<file path="src/rtl/jtcomsc_pcm_cache_pkg.sv">
// Shared definitions for the Combat School PCM line cache: line geometry,
// FSM state encoding and the byte-select helper used by each line.
package jtcomsc_pcm_cache_pkg;

    localparam int LW = 2;          // log2 bytes per line
    localparam int DW = 8 << LW;    // line width in bits

    localparam logic [1:0] ST_IDLE = 2'd0;
    localparam logic [1:0] ST_FILL = 2'd1;
    localparam logic [1:0] ST_PREF = 2'd2;

    function automatic logic [7:0] sel_byte(input logic [DW-1:0] word,
                                            input logic [LW-1:0] bsel);
        return word[{bsel, 3'b000} +: 8];
    endfunction

endpackage

</file>
<file path="src/rtl/jtcomsc_pcm_line.sv">
// One cache line: tag, data word and valid flag, with lookup compare and
// little-endian byte selection.
module jtcomsc_pcm_line
    import jtcomsc_pcm_cache_pkg::*;
#(
    parameter int TW = 15
)(
    input  logic          clk,
    input  logic          rst,
    input  logic          i_inval,
    input  logic          i_load,
    input  logic [TW-1:0] i_ld_tag,
    input  logic [DW-1:0] i_ld_data,
    input  logic [TW-1:0] i_tag,
    input  logic [LW-1:0] i_bsel,
    output logic          o_hit,
    output logic [7:0]    o_byte,
    output logic [TW-1:0] o_tag,
    output logic [DW-1:0] o_data,
    output logic          o_valid
);

    logic [TW-1:0] r_tag;
    logic [DW-1:0] r_data;
    logic          r_valid;

    // NOTE: sequential state uses non-blocking assignments so every register
    // samples pre-edge values, independent of statement order.
    always_ff @(posedge clk or posedge rst) begin
        if (rst) begin
            r_tag   <= '0;
            r_data  <= '0;
            r_valid <= 1'b0;
        end else begin
            if (i_load) begin
                r_tag  <= i_ld_tag;
                r_data <= i_ld_data;
            end
            // Invalidation wins so a download never leaves a line marked valid.
            if (i_inval)
                r_valid <= 1'b0;
            else if (i_load)
                r_valid <= 1'b1;
        end
    end

    assign o_hit   = r_valid && (r_tag == i_tag);
    assign o_byte  = sel_byte(r_data, i_bsel);
    assign o_tag   = r_tag;
    assign o_data  = r_data;
    assign o_valid = r_valid;

endmodule

</file>
<file path="src/rtl/jtcomsc_pcm_cache.sv">
// Two-line PCM ROM cache between the uPD7759 byte port and the SDRAM word
// channel: an active line plus a prefetched successor line.
module jtcomsc_pcm_cache
    import jtcomsc_pcm_cache_pkg::*;
#(
    parameter int AW = 17
)(
    input  logic          clk,
    input  logic          rst,
    input  logic          dwnld,
    input  logic          pcm_cs,
    input  logic [AW-1:0] pcm_addr,
    output logic [7:0]    pcm_data,
    output logic          pcm_ok,
    output logic [AW-3:0] sdram_addr,
    output logic          sdram_req,
    input  logic          sdram_rdy,
    input  logic [31:0]   sdram_data
);

    localparam int            TW      = AW - LW;
    localparam logic [TW-1:0] TAG_ONE = TW'(1);

    logic [TW-1:0] w_tag;
    logic [LW-1:0] w_bsel;
    logic          w_line0_hit, w_line1_hit;
    logic          w_v0, w_v1;
    logic          w_hit0;
    logic [7:0]    w_byte0, w_byte1;
    logic [TW-1:0] w_tag0, w_tag1;
    logic [DW-1:0] w_data0, w_data1;
    logic          w_promote, w_fill_done, w_pref_done;
    logic          w_ld0;
    logic [TW-1:0] w_ld0_tag;
    logic [DW-1:0] w_ld0_data;
    logic          w_inval1;
    logic          w_idle_pref;
    logic          w_unused;

    logic [1:0]    r_state;
    logic [TW-1:0] r_sdram_addr;
    logic          r_sdram_req;
    logic          r_ok;
    logic [7:0]    r_data;
    logic [AW-1:0] r_addr_q;

    assign w_tag  = pcm_addr[AW-1:LW];
    assign w_bsel = pcm_addr[LW-1:0];
    assign w_hit0 = pcm_cs && w_line0_hit;

    // Idle prefetch keeps line1 primed behind the active line between reads.
    assign w_idle_pref = !pcm_cs && w_v0 && !w_v1;

    always_comb begin
        // NOTE: every combinational output gets a default first, so no path
        // through the case leaves it unassigned and infers a latch.
        w_promote   = 1'b0;
        w_fill_done = 1'b0;
        w_pref_done = 1'b0;
        case (r_state)
            ST_IDLE: w_promote   = !dwnld && pcm_cs && !w_line0_hit && w_line1_hit;
            ST_FILL: w_fill_done = sdram_rdy && !dwnld;
            ST_PREF: w_pref_done = sdram_rdy && !dwnld;
            default: ;
        endcase
    end

    assign w_ld0      = w_promote || w_fill_done;
    assign w_ld0_tag  = w_promote ? w_tag1  : r_sdram_addr;
    assign w_ld0_data = w_promote ? w_data1 : sdram_data;
    assign w_inval1   = dwnld || w_promote;

    jtcomsc_pcm_line #(.TW(TW)) u_line0 (
        .clk       (clk),
        .rst       (rst),
        .i_inval   (dwnld),
        .i_load    (w_ld0),
        .i_ld_tag  (w_ld0_tag),
        .i_ld_data (w_ld0_data),
        .i_tag     (w_tag),
        .i_bsel    (w_bsel),
        .o_hit     (w_line0_hit),
        .o_byte    (w_byte0),
        .o_tag     (w_tag0),
        .o_data    (w_data0),
        .o_valid   (w_v0)
    );

    jtcomsc_pcm_line #(.TW(TW)) u_line1 (
        .clk       (clk),
        .rst       (rst),
        .i_inval   (w_inval1),
        .i_load    (w_pref_done),
        .i_ld_tag  (r_sdram_addr),
        .i_ld_data (sdram_data),
        .i_tag     (w_tag),
        .i_bsel    (w_bsel),
        .o_hit     (w_line1_hit),
        .o_byte    (w_byte1),
        .o_tag     (w_tag1),
        .o_data    (w_data1),
        .o_valid   (w_v1)
    );

    // Line1's byte port and line0's data word have no consumer here.
    assign w_unused = ^{w_byte1, w_data0};

    // A request, once raised, holds address and req until sdram_rdy.
    always_ff @(posedge clk or posedge rst) begin
        if (rst) begin
            r_state      <= ST_IDLE;
            r_sdram_addr <= '0;
            r_sdram_req  <= 1'b0;
        end else begin
            case (r_state)
                ST_IDLE: begin
                    if (!dwnld) begin
                        if (pcm_cs && !w_hit0) begin
                            r_sdram_req <= 1'b1;
                            if (w_promote) begin
                                r_state      <= ST_PREF;
                                r_sdram_addr <= w_tag + TAG_ONE;
                            end else begin
                                r_state      <= ST_FILL;
                                r_sdram_addr <= w_tag;
                            end
                        end else if (w_idle_pref) begin
                            r_state      <= ST_PREF;
                            r_sdram_addr <= w_tag0 + TAG_ONE;
                            r_sdram_req  <= 1'b1;
                        end
                    end
                end
                ST_FILL: begin
                    if (sdram_rdy) begin
                        if (dwnld) begin
                            r_state     <= ST_IDLE;
                            r_sdram_req <= 1'b0;
                        end else begin
                            r_state      <= ST_PREF;
                            r_sdram_addr <= r_sdram_addr + TAG_ONE;
                        end
                    end
                end
                ST_PREF: begin
                    if (sdram_rdy) begin
                        r_state     <= ST_IDLE;
                        r_sdram_req <= 1'b0;
                    end
                end
                default: begin
                    r_state     <= ST_IDLE;
                    r_sdram_req <= 1'b0;
                end
            endcase
        end
    end

    always_ff @(posedge clk or posedge rst) begin
        if (rst) begin
            r_ok     <= 1'b0;
            r_data   <= '0;
            r_addr_q <= '0;
        end else begin
            r_ok <= w_hit0 && !dwnld;
            if (w_hit0) begin
                r_data   <= w_byte0;
                r_addr_q <= pcm_addr;
            end
        end
    end

    // The address compare drops pcm_ok in the same cycle the decoder moves on.
    assign pcm_ok     = r_ok && pcm_cs && (pcm_addr == r_addr_q);
    assign pcm_data   = r_data;
    assign sdram_addr = r_sdram_addr;
    assign sdram_req  = r_sdram_req;

endmodule

</file>
<file path="config.mk">
export PLATFORM = sky130hd
export DESIGN_NAME = jtcomsc_pcm_cache
export DESIGN_NICKNAME = d
export VERILOG_FILES = /design/src/rtl/jtcomsc_pcm_cache_pkg.sv /design/src/rtl/jtcomsc_pcm_line.sv /design/src/rtl/jtcomsc_pcm_cache.sv
export SDC_FILE = /design/constraint.sdc
export NUM_CORES = 1
export LEC_CHECK = 0
export BUFFER_PORTS_ARGS = -buffer_cell sky130_fd_sc_hd__clkbuf_2
export CAP_MARGIN = 20
export CORE_MARGIN = 4
export CORE_UTILIZATION = 47
export DETAILED_ROUTE_END_ITERATION = 8
export PLACE_DENSITY = 0.66
export SYNTH_ARGS = -nofsm -noshare
export SYNTH_HDL_FRONTEND = slang
export SYNTH_SLANG_ARGS = --single-unit
</file>
<file path="constraint.sdc">
create_clock -name clk -period 12.54 [get_ports clk]
set_clock_uncertainty 0.1 [all_clocks]
set_input_delay 1.881 -clock clk [delete_from_list [all_inputs] [get_ports clk]]
set_output_delay 1.881 -clock clk [all_outputs]
set_load 0.02 [all_outputs]
</file>
==> results by group, run 1 <==
Worst setup path
  • Max stage delay cell, worst path: nor4_1
  • Max incr delay on CP: 0.30 ns
  • CP startpoint kind: input port
  • Reg-to-Reg Start: r_state[0]$_DFFE_PP0P_
  • Arrival time worst endpoint: 3.11 ns
  • CP endpoint kind: output port
  • Crit-path max FO: 6
  • CP required: 10.56 ns
  • Critical path class: input port to output port
  • Cells along the critical path: clkbuf_2 -> xor2_1 -> nor4_1 -> nand4_1 -> nor4_1 -> clkbuf_2
  • CP startpoint: pcm_addr[14]

Clock tree
  • # H-tree levels: 4
  • CTS Buf Count: 17
  • Clock slew at reported path FFs: 0.06 ns
  • Setup bufs post-CTS: 0
  • CTS tree: yes
  • Clk Latency, worst-skew pair: 0.43 ns
  • # hold bufs at CTS: 0
  • Clk root buf: clkbuf_16
  • Max clock buf depth: 2
  • Clock sinks: 140
  • Post-CTS Resized: 0

Layout
  • Fin util: 55.5%
  • Cell area after layout: 0.00844 sq mm
  • Fillers: 1351
  • Fraction of layout cells with a size suffix above 1: 28.4%
  • Ant. Diodes: 0
  • Commonest non-fill, non-tap cell in the layout: dfrtp_1
  • Post-layout nets: 762
  • Commonest non-fill, non-tap cells in the layout: dfrtp_1 (140), clkbuf_2 (78), mux2_2 (71)
  • Area Growth Syn to Fin: 15.6%

Power
  • Pwr dens: 211 mW/mm^2
  • Peak VDD IR: 0.000116 V
  • Power Total: 1.78 mW
  • Leakage: 3.95 nW

Die
  • Die Area: 0.0176 sq mm
  • Site row count: 45
  • Die height: 133 um
  • DIE WIDTH: 133 um
  • Initial core utilization: 48.0%
  • Core Region: 0.0152 sq mm
  • Ports: 79

Synth
  • Count of cell types in the netlist: 52
  • Synth Area in Compound Gates: 16.2%
  • Main combinational cell family by area after synthesis: compound AO/OA/AOI/OAI gates
  • Post-synth EDFFs: 0
  • Async SR Flop Fraction: 100%
  • Post-Syn Area per Cell: 11.2 sq um
  • Post-synthesis adder-cell area fraction: 0.514%
  • Net Count, Synth: 710
  • Top FF cell, synth: dfrtp_1
  • Synthesized flop and latch total: 140
  • Post-Synth Simple-Gate Area: 9.61%
  • Mapped Cells: 653
  • Synth Area in XOR/XNOR: 8.51%
  • Synth warn: 0
  • Mapped cell area: 0.00730 sq mm
  • Mux cell area share after synthesis: 13.5%
  • Sequential area share after synthesis: 48.0%

Detailed routing
  • Avg Vias per Cell: 5.99
  • Vias: 5427
  • 1st-pass router iterations: 5
  • DR iter-0 viols: 310
  • Antenna viol nets, final: 0
  • Drt drc: 0
  • WL per Instance: 20.5 um
  • DRT Wirelength: 18600 um

Placed design
  • Post-DP HPWL: 13000 um
  • GPL Wtd Cong: 0.914
  • Placed cell area: 0.00777 sq mm
  • Count of input and output buffers: 78

Worst hold path
  • Min-Delay Path Class: flip-flop to flip-flop
  • Worst hold start: u_line0.o_data[20]$_DFFE_PP0P_

Global routing
  • Grt ovf: 0
  • Largest net degree at the start of global routing: 74
  • Total track usage: 21.8%
  • Initial antenna violation count: 0
  • First-pass GRT wire length: 30000 um
  • Number of global-route vias before repair: 5698

Timing
  • Minimum hold slack: 0.369 ns
  • Final setup viols: 0
  • Max Clock Freq: 196 MHz
  • Worst-margin pin slew: 0.883 ns
  • Max Slew Vio Count: 0
  • Final worst path period share: 40.6%
  • RSZ-0062 raised after global routing: false
  • Final hold vios: 0
  • Min Tclk post-route: 5.09 ns
  • Setup Total Neg Slack: 0 ns
  • Max_slew headroom: 41.2%

Status
  • Status: finished, final reports clean

Job
  • Maxcap violations: 0
## area by class of cell
class,count,area (sq um),share of cell area (%)
Clock inverter,11,160,1.90
Timing Repair Buffer,87,490,5.81
Multi-Input combinational cell,449,3550,42.0
Tap cell,188,235,2.79
Clock buffer,21,460,5.46
Inverter,10,42.5,0.504
Sequential cell,140,3500,41.5
## per-layer routing
layer  vias up  wire length (um)  global-route usage, %
li1       2491                 -                      -
met1      2727              7630                   26.1
met2       171              9310                   36.8
met3        38               908                   5.70
met4         0               709                   10.5
met5         -                 0                      0
## worst max-delay path, delay by kind of cell
kind	cells	cell delay (ns)
xor gates and xnor gates	1	0.20
and+or+nand+nor	3	0.65
buffers and inverters	2	0.38
## Yosys cell counts, types with 2 or more instances
| master | count | share of area [%] |
|---|---|---|
| nor3_1 | 7 | 0.48 |
| o221ai_1 | 3 | 0.36 |
| a21oi_1 | 14 | 0.96 |
| a21o_1 | 43 | 4.4 |
| a22o_1 | 43 | 5.2 |
| nor4_1 | 6 | 0.51 |
| nand4_1 | 26 | 2.2 |
| xor2_1 | 9 | 1.1 |
| mux2_2 | 71 | 11 |
| clkbuf_1 | 33 | 1.7 |
| a211oi_1 | 2 | 0.21 |
| o21ai_0 | 27 | 1.8 |
| nand2_1 | 35 | 1.8 |
| o2bb2ai_1 | 2 | 0.24 |
| xnor2_1 | 62 | 7.4 |
| nand3_1 | 10 | 0.69 |
| a221o_1 | 4 | 0.55 |
| a31oi_1 | 4 | 0.34 |
| nor2_1 | 18 | 0.92 |
| or3_1 | 4 | 0.34 |
| buf_2 | 18 | 1.2 |
| inv_1 | 10 | 0.51 |
| nand2b_1 | 3 | 0.26 |
| or4_1 | 2 | 0.21 |
| buf_1 | 2 | 0.10 |
| ha_1 | 3 | 0.51 |
| a211o_1 | 2 | 0.24 |
| dfrtp_1 | 140 | 48 |
| and3_1 | 13 | 1.1 |
| o21a_1 | 2 | 0.21 |
| a22oi_1 | 4 | 0.41 |
| mux4_2 | 8 | 2.5 |
| and2_1 | 4 | 0.34 |
## through the flow
step                      worst slack, ns  cells
after floorplan                      6.81    653
after CTS                            7.43    904
after detailed placement             7.45    872
final                                7.45    906
after global routing                 7.31    906
after global placement               7.48    872
## cells by family (layout without fill, tap and decap cells)
logic type | Yosys count | count (layout)
buffers and inverters | 64 | 129
XOR/XNOR | 71 | 71
multiplexers | 80 | 80
AO/OA/AOI/OAI | 161 | 161
adder cells (fa/ha/maj) | 3 | 3
AND/OR/NAND/NOR | 134 | 134
flip-flops | 140 | 140
## path summary, 6_finish.rpt
path	endpoint	slack [ns]	depth (start not counted)
hold reg to reg	u_line0.o_data[20]$_DFFE_PP0P_	0.37	1
min in group asynchronous	r_addr_q[5]$_DFFE_PP0P_	1.43	2
hold / removal	u_line0.o_data[20]$_DFFE_PP0P_	0.37	1
setup / recovery	pcm_ok	7.45	6
max in group asynchronous	pcm_data[0]$_DFFE_PP0P_	9.56	3
setup reg to reg	sdram_addr[13]$_DFFE_PP0P_	9.46	7
## flip-flops by register name (all words and copies together) (netlist names)
signal and flops:
u_line0.o_data 32, u_line1.o_data 32, r_addr_q 17, sdram_addr 15
u_line0.o_tag 15, u_line1.o_tag 15, pcm_data 8, r_state 2
r_ok 1, sdram_req 1, u_line0.o_valid 1, u_line1.o_valid 1
## where the power goes
| group | total, mW | leakage (nW) | switching, mW | internal, mW |
|---|---|---|---|---|
| clock | 0.528 | 0.296 | 0.202 | 0.326 |
| combinational | 0.442 | 1.88 | 0.203 | 0.239 |
| sequential | 0.813 | 1.77 | 0.192 | 0.622 |
Power figures use the tool's default switching activity.
==> run 2, diff against run 1 <==
Settings changed: ABC_AREA set to 1, PLACE_DENSITY 0.66 to 0.68.
Clock period 12.54 ns to 4.1 ns, I/O delays scaled along.
==> results by group, run 2 <==
Synth
  • Post-synth EDFFs: 0 (unchanged)
  • Count of cell types in the netlist: 45 (-13%)
  • Synth area leader: dfrtp_1
  • Async SR Flop Fraction: 100% (unchanged)
  • Main combinational cell family by area after synthesis: simple AND/OR/NAND/NOR gates
  • Synth area leaders: dfrtp_1 (43%), nand2_1 (13%), o21ai_0 (6.3%)
  • Top FF cell, synth: dfrtp_1
  • Mapped cell area: 0.00824 sq mm (+13%)
  • Post-synth top cells: nand2_1 (294), dfrtp_1 (140), inv_1 (128)
  • Post-Synth Simple-Gate Area: 27.0% (+17 points)
  • Count leader, synth: nand2_1
  • Post-synthesis adder-cell area fraction: 0.456% (-0.058 points)
  • Sequential area share after synthesis: 42.5% (-5.4 points)
  • Post-Syn Area per Cell: 7.57 sq um (-32%)
  • Synth Area in Compound Gates: 17.2% (+0.95 points)
  • Synth warn: 0 (unchanged)
  • Synth Area in XOR/XNOR: 2.23% (-6.3 points)
  • Net Count, Synth: 1145 (+61%)
  • Top-area cell type share of the netlist area: 42.5% (-5.4 points)
  • Mux cell area share after synthesis: 0.957% (-13 points)
  • Synthesized flop and latch total: 140 (unchanged)
  • Mapped Cells: 1088 (+67%)

Layout
  • Area Growth Syn to Fin: 14.2%
  • Fraction of layout cells with a size suffix above 1: 17.4% (-11 points)
  • Fillers: 1674 (+24%)
  • Cell area after layout: 0.00941 sq mm (+11%)
  • Commonest non-fill, non-tap cell in the layout: nand2_1
  • Fin util: 54.6% (-0.93 points)
  • Post-layout nets: 1208 (+59%)
  • Commonest non-fill, non-tap cells in the layout: nand2_1 (292), dfrtp_1 (140), inv_1 (127)
  • Ant. Diodes: 0 (unchanged)

Timing
  • Max_slew headroom: 58.4% (+17 points)
  • Final worst slack: 1.10 ns (-6.35 ns)
  • Max Slew Vio Count: 0 (unchanged)
  • Min Tclk post-route: 3.00 ns
  • Max Clock Freq: 334 MHz
  • Final worst path period share: 73.1%
  • RSZ-0062 raised after global routing: false
  • Final hold vios: 0 (unchanged)
  • Worst-margin pin slew: 0.624 ns (-0.258 ns)
  • Final setup viols: 0 (unchanged)
  • Setup Total Neg Slack: 0 ns (unchanged)

Worst setup path
  • CP startpoint kind: flip-flop
  • Arrival time worst endpoint: 3.21 ns (+0.10 ns)
  • CP endpoint kind: flip-flop
  • R2r endpoint: u_line0.o_valid$_DFFE_PP0P_
  • Reg-to-Reg Start: u_line0.o_tag[7]$_DFFE_PP0P_
  • Crit-path max FO: 30 (+24)
  • Critical path class: flip-flop to flip-flop
  • FF-to-FF path depth: 13 (+6)
  • CP startpoint: u_line0.o_tag[7]$_DFFE_PP0P_
  • Max stage delay cell, worst path: dfrtp_1
  • Max incr delay on CP: 0.46 ns (+0.16 ns)
  • Cell mode on critical path: nand2_1
  • CP required: 4.31 ns (-6.25 ns)
  • Reg2Reg Setup Slack: 1.10 ns (-8.36 ns)
  • Worst setup path end: u_line0.o_valid$_DFFE_PP0P_
  • Cells along the critical path: inv_1 -> nand2_1 -> nand2_1 -> nor2_1 -> nand4_1 -> nor2_1 -> nand2_1 -> nand2_4 -> inv_4 -> nand2_4 -> nand2_2 -> o21ai_0 -> inv_1

Global routing
  • Initial antenna violation count: 0 (unchanged)
  • First-pass GRT wire length: 42100 um (+40%)
  • Largest net degree at the start of global routing: 60 (-19%)
  • Grt ovf: 0 (unchanged)
  • Number of global-route vias before repair: 7252 (+27%)
  • Total track usage: 27.7% (+5.9 points)

Power
  • Sw frac: 42.0% (+8.6 points)
  • Internal power: 3.65 mW (+210%)
  • Peak VDD IR: 0.000399 V (+250%)
  • Pwr dens: 668 mW/mm^2 (+220%)
  • Net Switching: 2.64 mW (+340%)
  • Clock power frac: 24.7% (-4.9 points)
  • Seq pwr share: 40.2% (-5.4 points)
  • Comb power frac: 35.1% (+10 points)
  • Leakage: 4.71 nW (+19%)

Die
  • Core Region: 0.0172 sq mm (+13%)
  • Initial core utilization: 47.8% (-0.24 points)
  • DIE WIDTH: 140 um (+5.8%)
  • Die Area: 0.0197 sq mm (+12%)
  • Die height: 140 um (+5.8%)
  • Ports: 79 (unchanged)
  • Site row count: 48 (+6.7%)

Clock tree
  • CTS tree: yes
  • Max clock buf depth: 2 (unchanged)
  • Clk root buf: clkbuf_16
  • # H-tree levels: 4 (unchanged)
  • Post-CTS Resized: 0 (unchanged)
  • Clk Latency, worst-skew pair: 0.43 ns (about the same)
  • Clock slew at reported path FFs: 0.06 ns (about the same)
  • Clock sinks: 140 (unchanged)
  • CTS Buf Count: 17 (unchanged)

Detailed routing
  • 1st-pass router iterations: 5 (unchanged)
  • DR iter-0 viols: 825 (+170%)
  • Drt drc: 0 (unchanged)
  • Antenna viol nets, final: 0 (unchanged)
  • DRT Wirelength: 26400 um (+42%)
  • Vias: 7601 (+40%)
  • Avg Vias per Cell: 5.47 (-8.6%)
  • WL per Instance: 19.0 um (-7.1%)

Placed design
  • Count of input and output buffers: 78 (unchanged)
  • GPL Wtd Cong: 0.992 (+8.5%)
  • Setup WS pre-CTS: 0.847 ns (-6.60 ns)
  • Post-DP HPWL: 20100 um (+54%)
  • Placed cell area: 0.00879 sq mm (+13%)

Job
  • Maxcap violations: 0 (unchanged)

Status
  • Status: finished, final reports clean

Worst hold path
  • Min-Delay Path Class: input port to flip-flop
## run 2: layout make-up
class                      count  area (sq um)  area share [%]
clock buffer                  21           460            4.89
tap                          225           282            2.99
timing repair buffer          91           528            5.61
clock inverter                11           133            1.41
inverter                     145           554            5.89
sequential                   140          3500            37.2
multi-input combinational    756          3950            42.0
## run 2: worst min path at each step
| stage | slack [ns] | endpoint | depth (start not counted) | start |
|---|---|---|---|---|
| 2_1_floorplan | 0.35 | r_addr_q[14]$_DFFE_PP0P_ | 2 | r_addr_q[14]$_DFFE_PP0P_ |
| 3_3_place_gp | 0.37 | u_line1.o_data[23]$_DFFE_PP0P_ | 2 | u_line1.o_data[23]$_DFFE_PP0P_ |
| 3_5_place_dp | 0.38 | u_line1.o_data[16]$_DFFE_PP0P_ | 2 | u_line1.o_data[16]$_DFFE_PP0P_ |
| 4_1_cts | 0.30 | u_line1.o_data[27]$_DFFE_PP0P_ | 2 | rst |
| 5_1_grt | 0.32 | u_line0.o_data[3]$_DFFE_PP0P_ | 3 | sdram_data[3] |
| 6_report | 0.32 | u_line0.o_data[2]$_DFFE_PP0P_ | 3 | sdram_data[2] |
## run 2: repair_timing
item,4_1_cts,5_1_grt
hold buffers,0,1
endpoints found under the hold margin,0,2
buffers inserted,0,0
## run 2: logic make-up after synthesis
family,Yosys count
AOI/OAI and AO/OA,222
xor gates and xnor gates,21
adders and majority gates,3
buffers and inverters,192
DFF,140
muxes,7
and+or+nand+nor,503
## run 2: stage by stage
step	hold WS [ns]	instances	power (mW)
6_report	0.322	1389	6.29
5_1_grt	0.324	1389	6.72
4_1_cts	0.297	1387	6.27
3_5_place_dp	0.377	1355	4.69
3_3_place_gp	0.370	1355	4.69
2_1_floorplan	0.353	1088	3.86
## run 2: routing by layer
metal	track usage [%]	vias up	wire (um)
li1	-	3698	-
met1	43.6	3547	12700
met2	38.3	322	11100
met3	5.57	34	2220
met4	7.75	0	457
met5	0	-	0
## run 2: power by group through the flow
| stage | sequential (mW) | clock (mW) | combinational (mW) |
|---|---|---|---|
| detailed placement | 2.51 | 0 | 2.18 |
| CTS | 2.49 | 1.58 | 2.20 |
| finish | 2.53 | 1.55 | 2.21 |
| global placement | 2.53 | 0 | 2.16 |
| floorplan | 2.35 | 0 | 1.51 |
| global route | 2.58 | 1.65 | 2.49 |
## run 2: worst max-delay path: cells and delay by family, from the launching register on
kind | cells | cell delay [ns]
AOI/OAI and AO/OA | 1 | 0.28
DFF | 1 | 0.46
and+or+nand+nor | 9 | 1.61
buffers and inverters | 3 | 0.37
==> run 3, diff against run 2 <==
Clock period 4.1 ns to 2.75 ns, I/O delays scaled along.
==> results by group, run 3 (synthesis results as in run 2) <==
Global routing
  • Number of global-route vias before repair: 7402 (+2.1%)
  • Largest net degree at the start of global routing: 83 (+38%)
  • Total track usage: 27.4% (-0.26 points)
  • Initial antenna violation count: 0 (unchanged)
  • First-pass GRT wire length: 42400 um (+0.64%)
  • Grt ovf: 0 (unchanged)

Detailed routing
  • WL per Instance: 19.1 um (+0.35%)
  • Met3 Wirelength: 2050 um (-7.5%)
  • 1st-pass router iterations: 5 (unchanged)
  • WL met2: 11500 um (+3.8%)
  • DRT Wirelength: 26700 um (+1.1%)
  • Drt drc: 0 (unchanged)
  • Post-Route M1 WL: 12600 um (-0.40%)
  • Antenna viol nets, final: 0 (unchanged)
  • Avg Vias per Cell: 5.57 (+1.7%)
  • DR top layer: met4
  • DR iter-0 viols: 702 (-15%)
  • Vias: 7795 (+2.6%)

Clock tree
  • Clock sinks: 140 (unchanged)
  • # hold bufs at CTS: 1 (+1)
  • Post-CTS Resized: 0 (unchanged)
  • # H-tree levels: 4 (unchanged)
  • Clock slew at reported path FFs: 0.06 ns (about the same)
  • CTS tree: yes
  • Setup bufs post-CTS: 0 (unchanged)
  • Clk root buf: clkbuf_16
  • Clk Latency, worst-skew pair: 0.43 ns (about the same)
  • Max clock buf depth: 2 (unchanged)
  • CTS Buf Count: 17 (unchanged)

Placed design
  • Placed cell area: 0.00894 sq mm (+1.7%)
  • GPL Wtd Cong: 1.04 (+5.2%)
  • Setup WS pre-CTS: 0.272 ns (-0.575 ns)
  • Post-DP HPWL: 20300 um (+0.95%)
  • Count of input and output buffers: 78 (unchanged)

Timing
  • Max Clock Freq: 411 MHz (+23%)
  • Final worst path period share: 88.5% (+15 points)
  • Final setup viols: 0 (unchanged)
  • Setup Total Neg Slack: 0 ns (unchanged)
  • Worst-margin pin slew: 0.714 ns (+0.0903 ns)
  • Min Tclk post-route: 2.43 ns (-0.564 ns)
  • Final worst slack: 0.315 ns (-0.786 ns)
  • RSZ-0062 raised after global routing: false
  • Max_slew headroom: 52.3% (-6.1 points)
  • Final hold vios: 0 (unchanged)
  • Max Slew Vio Count: 0 (unchanged)

Layout
  • Fillers: 1653 (-1.3%)
  • Ant. Diodes: 0 (unchanged)
  • Area Growth Syn to Fin: 16.4%
  • Commonest non-fill, non-tap cell in the layout: nand2_1
  • Fraction of layout cells with a size suffix above 1: 18.1% (+0.77 points)
  • Commonest non-fill, non-tap cells in the layout: nand2_1 (292), dfrtp_1 (140), inv_1 (127)
  • Cell area after layout: 0.00959 sq mm (+1.9%)
  • Post-layout nets: 1219 (+0.91%)

Power
  • Peak VDD IR: 0.000540 V (+35%)
  • Pwr dens: 1000 mW/mm^2 (+50%)
  • Leakage: 4.81 nW (+2.1%)

Die
  • Die Area: 0.0197 sq mm (unchanged)
  • Site row count: 48 (unchanged)
  • Initial core utilization: 47.8% (unchanged)
  • Die height: 140 um (unchanged)
  • Ports: 79 (unchanged)
  • DIE WIDTH: 140 um (unchanged)
  • Core Region: 0.0172 sq mm (unchanged)

Worst setup path
  • CP startpoint: sdram_addr[1]$_DFFE_PP0P_
  • CP startpoint kind: flip-flop
  • CP endpoint kind: flip-flop
  • FF-to-FF path depth: 12 (-1)
  • Crit-path max FO: 6 (-80%)
  • Arrival time worst endpoint: 2.65 ns (-0.56 ns)
  • Reg-to-Reg Start: sdram_addr[1]$_DFFE_PP0P_
  • CP required: 2.97 ns (-1.34 ns)
  • Critical path class: flip-flop to flip-flop

Status
  • Status: finished, final reports clean

Worst hold path
  • Min-Delay Path Class: input port to flip-flop
  • Worst hold start: sdram_data[0]
  • Worst Hold Depth: 3 (unchanged)

Job
  • Maxcap violations: 0 (unchanged)
## run 3: cell type report
class                   instances  area, sq um  area share (%)
flip-flops and latches        140         3500            36.5
multi-input cells             756         3950            41.2
inverters                     145          554            5.78
clock inverters                11          180            1.88
repair buffers                102          661            6.89
clock buffers                  21          460            4.80
well taps                     225          282            2.94
## run 3: metal layers
| layer | GRT usage [%] | vias to the layer above |
|---|---|---|
| li1 | - | 3714 |
| met1 | 42.0 | 3702 |
| met2 | 39.5 | 337 |
| met3 | 5.16 | 42 |
| met4 | 7.96 | 0 |
| met5 | 0 | - |
## run 3: report_power, final
group | switching, mW | internal (mW)
clock network | 0.941 | 1.58
logic | 2.18 | 1.23
registers | 0.827 | 2.86
## run 3: path summary, 6_finish.rpt
check / endpoint / slack (ns)
max in group asynchronous: u_line0.o_tag[0]$_DFFE_PP0P_ / 1.35
hold / removal: u_line0.o_data[0]$_DFFE_PP0P_ / 0.13
setup / recovery: sdram_addr[12]$_DFFE_PP0P_ / 0.32
min in group asynchronous: u_line1.o_data[26]$_DFFE_PP0P_ / 0.54
hold reg to reg: u_line1.o_data[20]$_DFFE_PP0P_ / 0.39
setup reg to reg: sdram_addr[12]$_DFFE_PP0P_ / 0.32
## run 3: critical path, stage by stage (launching register included)
cell     delay, ns
dfrtp_1       0.51
ha_1          0.26
nand3_1       0.16
nor2_1        0.14
nand2_1       0.08
nor2_1        0.19
nand2_1       0.10
nor4_1        0.39
nand3_1       0.14
nand3_1       0.11
nand2_1       0.05
nand2_1       0.07
nand2_1       0.05
## run 3: metrics by stage
step | util, % | power [mW] | hold WS [ns] | std cells
after detailed placement | 51.9 | 7.05 | 0.374 | 1367
final | 55.6 | 9.61 | 0.127 | 1400
after floorplan | - | 5.76 | 0.353 | 1088
after CTS | 55.6 | 9.61 | 0.116 | 1400
after global placement | 51.9 | 7.03 | 0.367 | 1367
after global routing | 55.6 | 10.2 | 0.129 | 1400
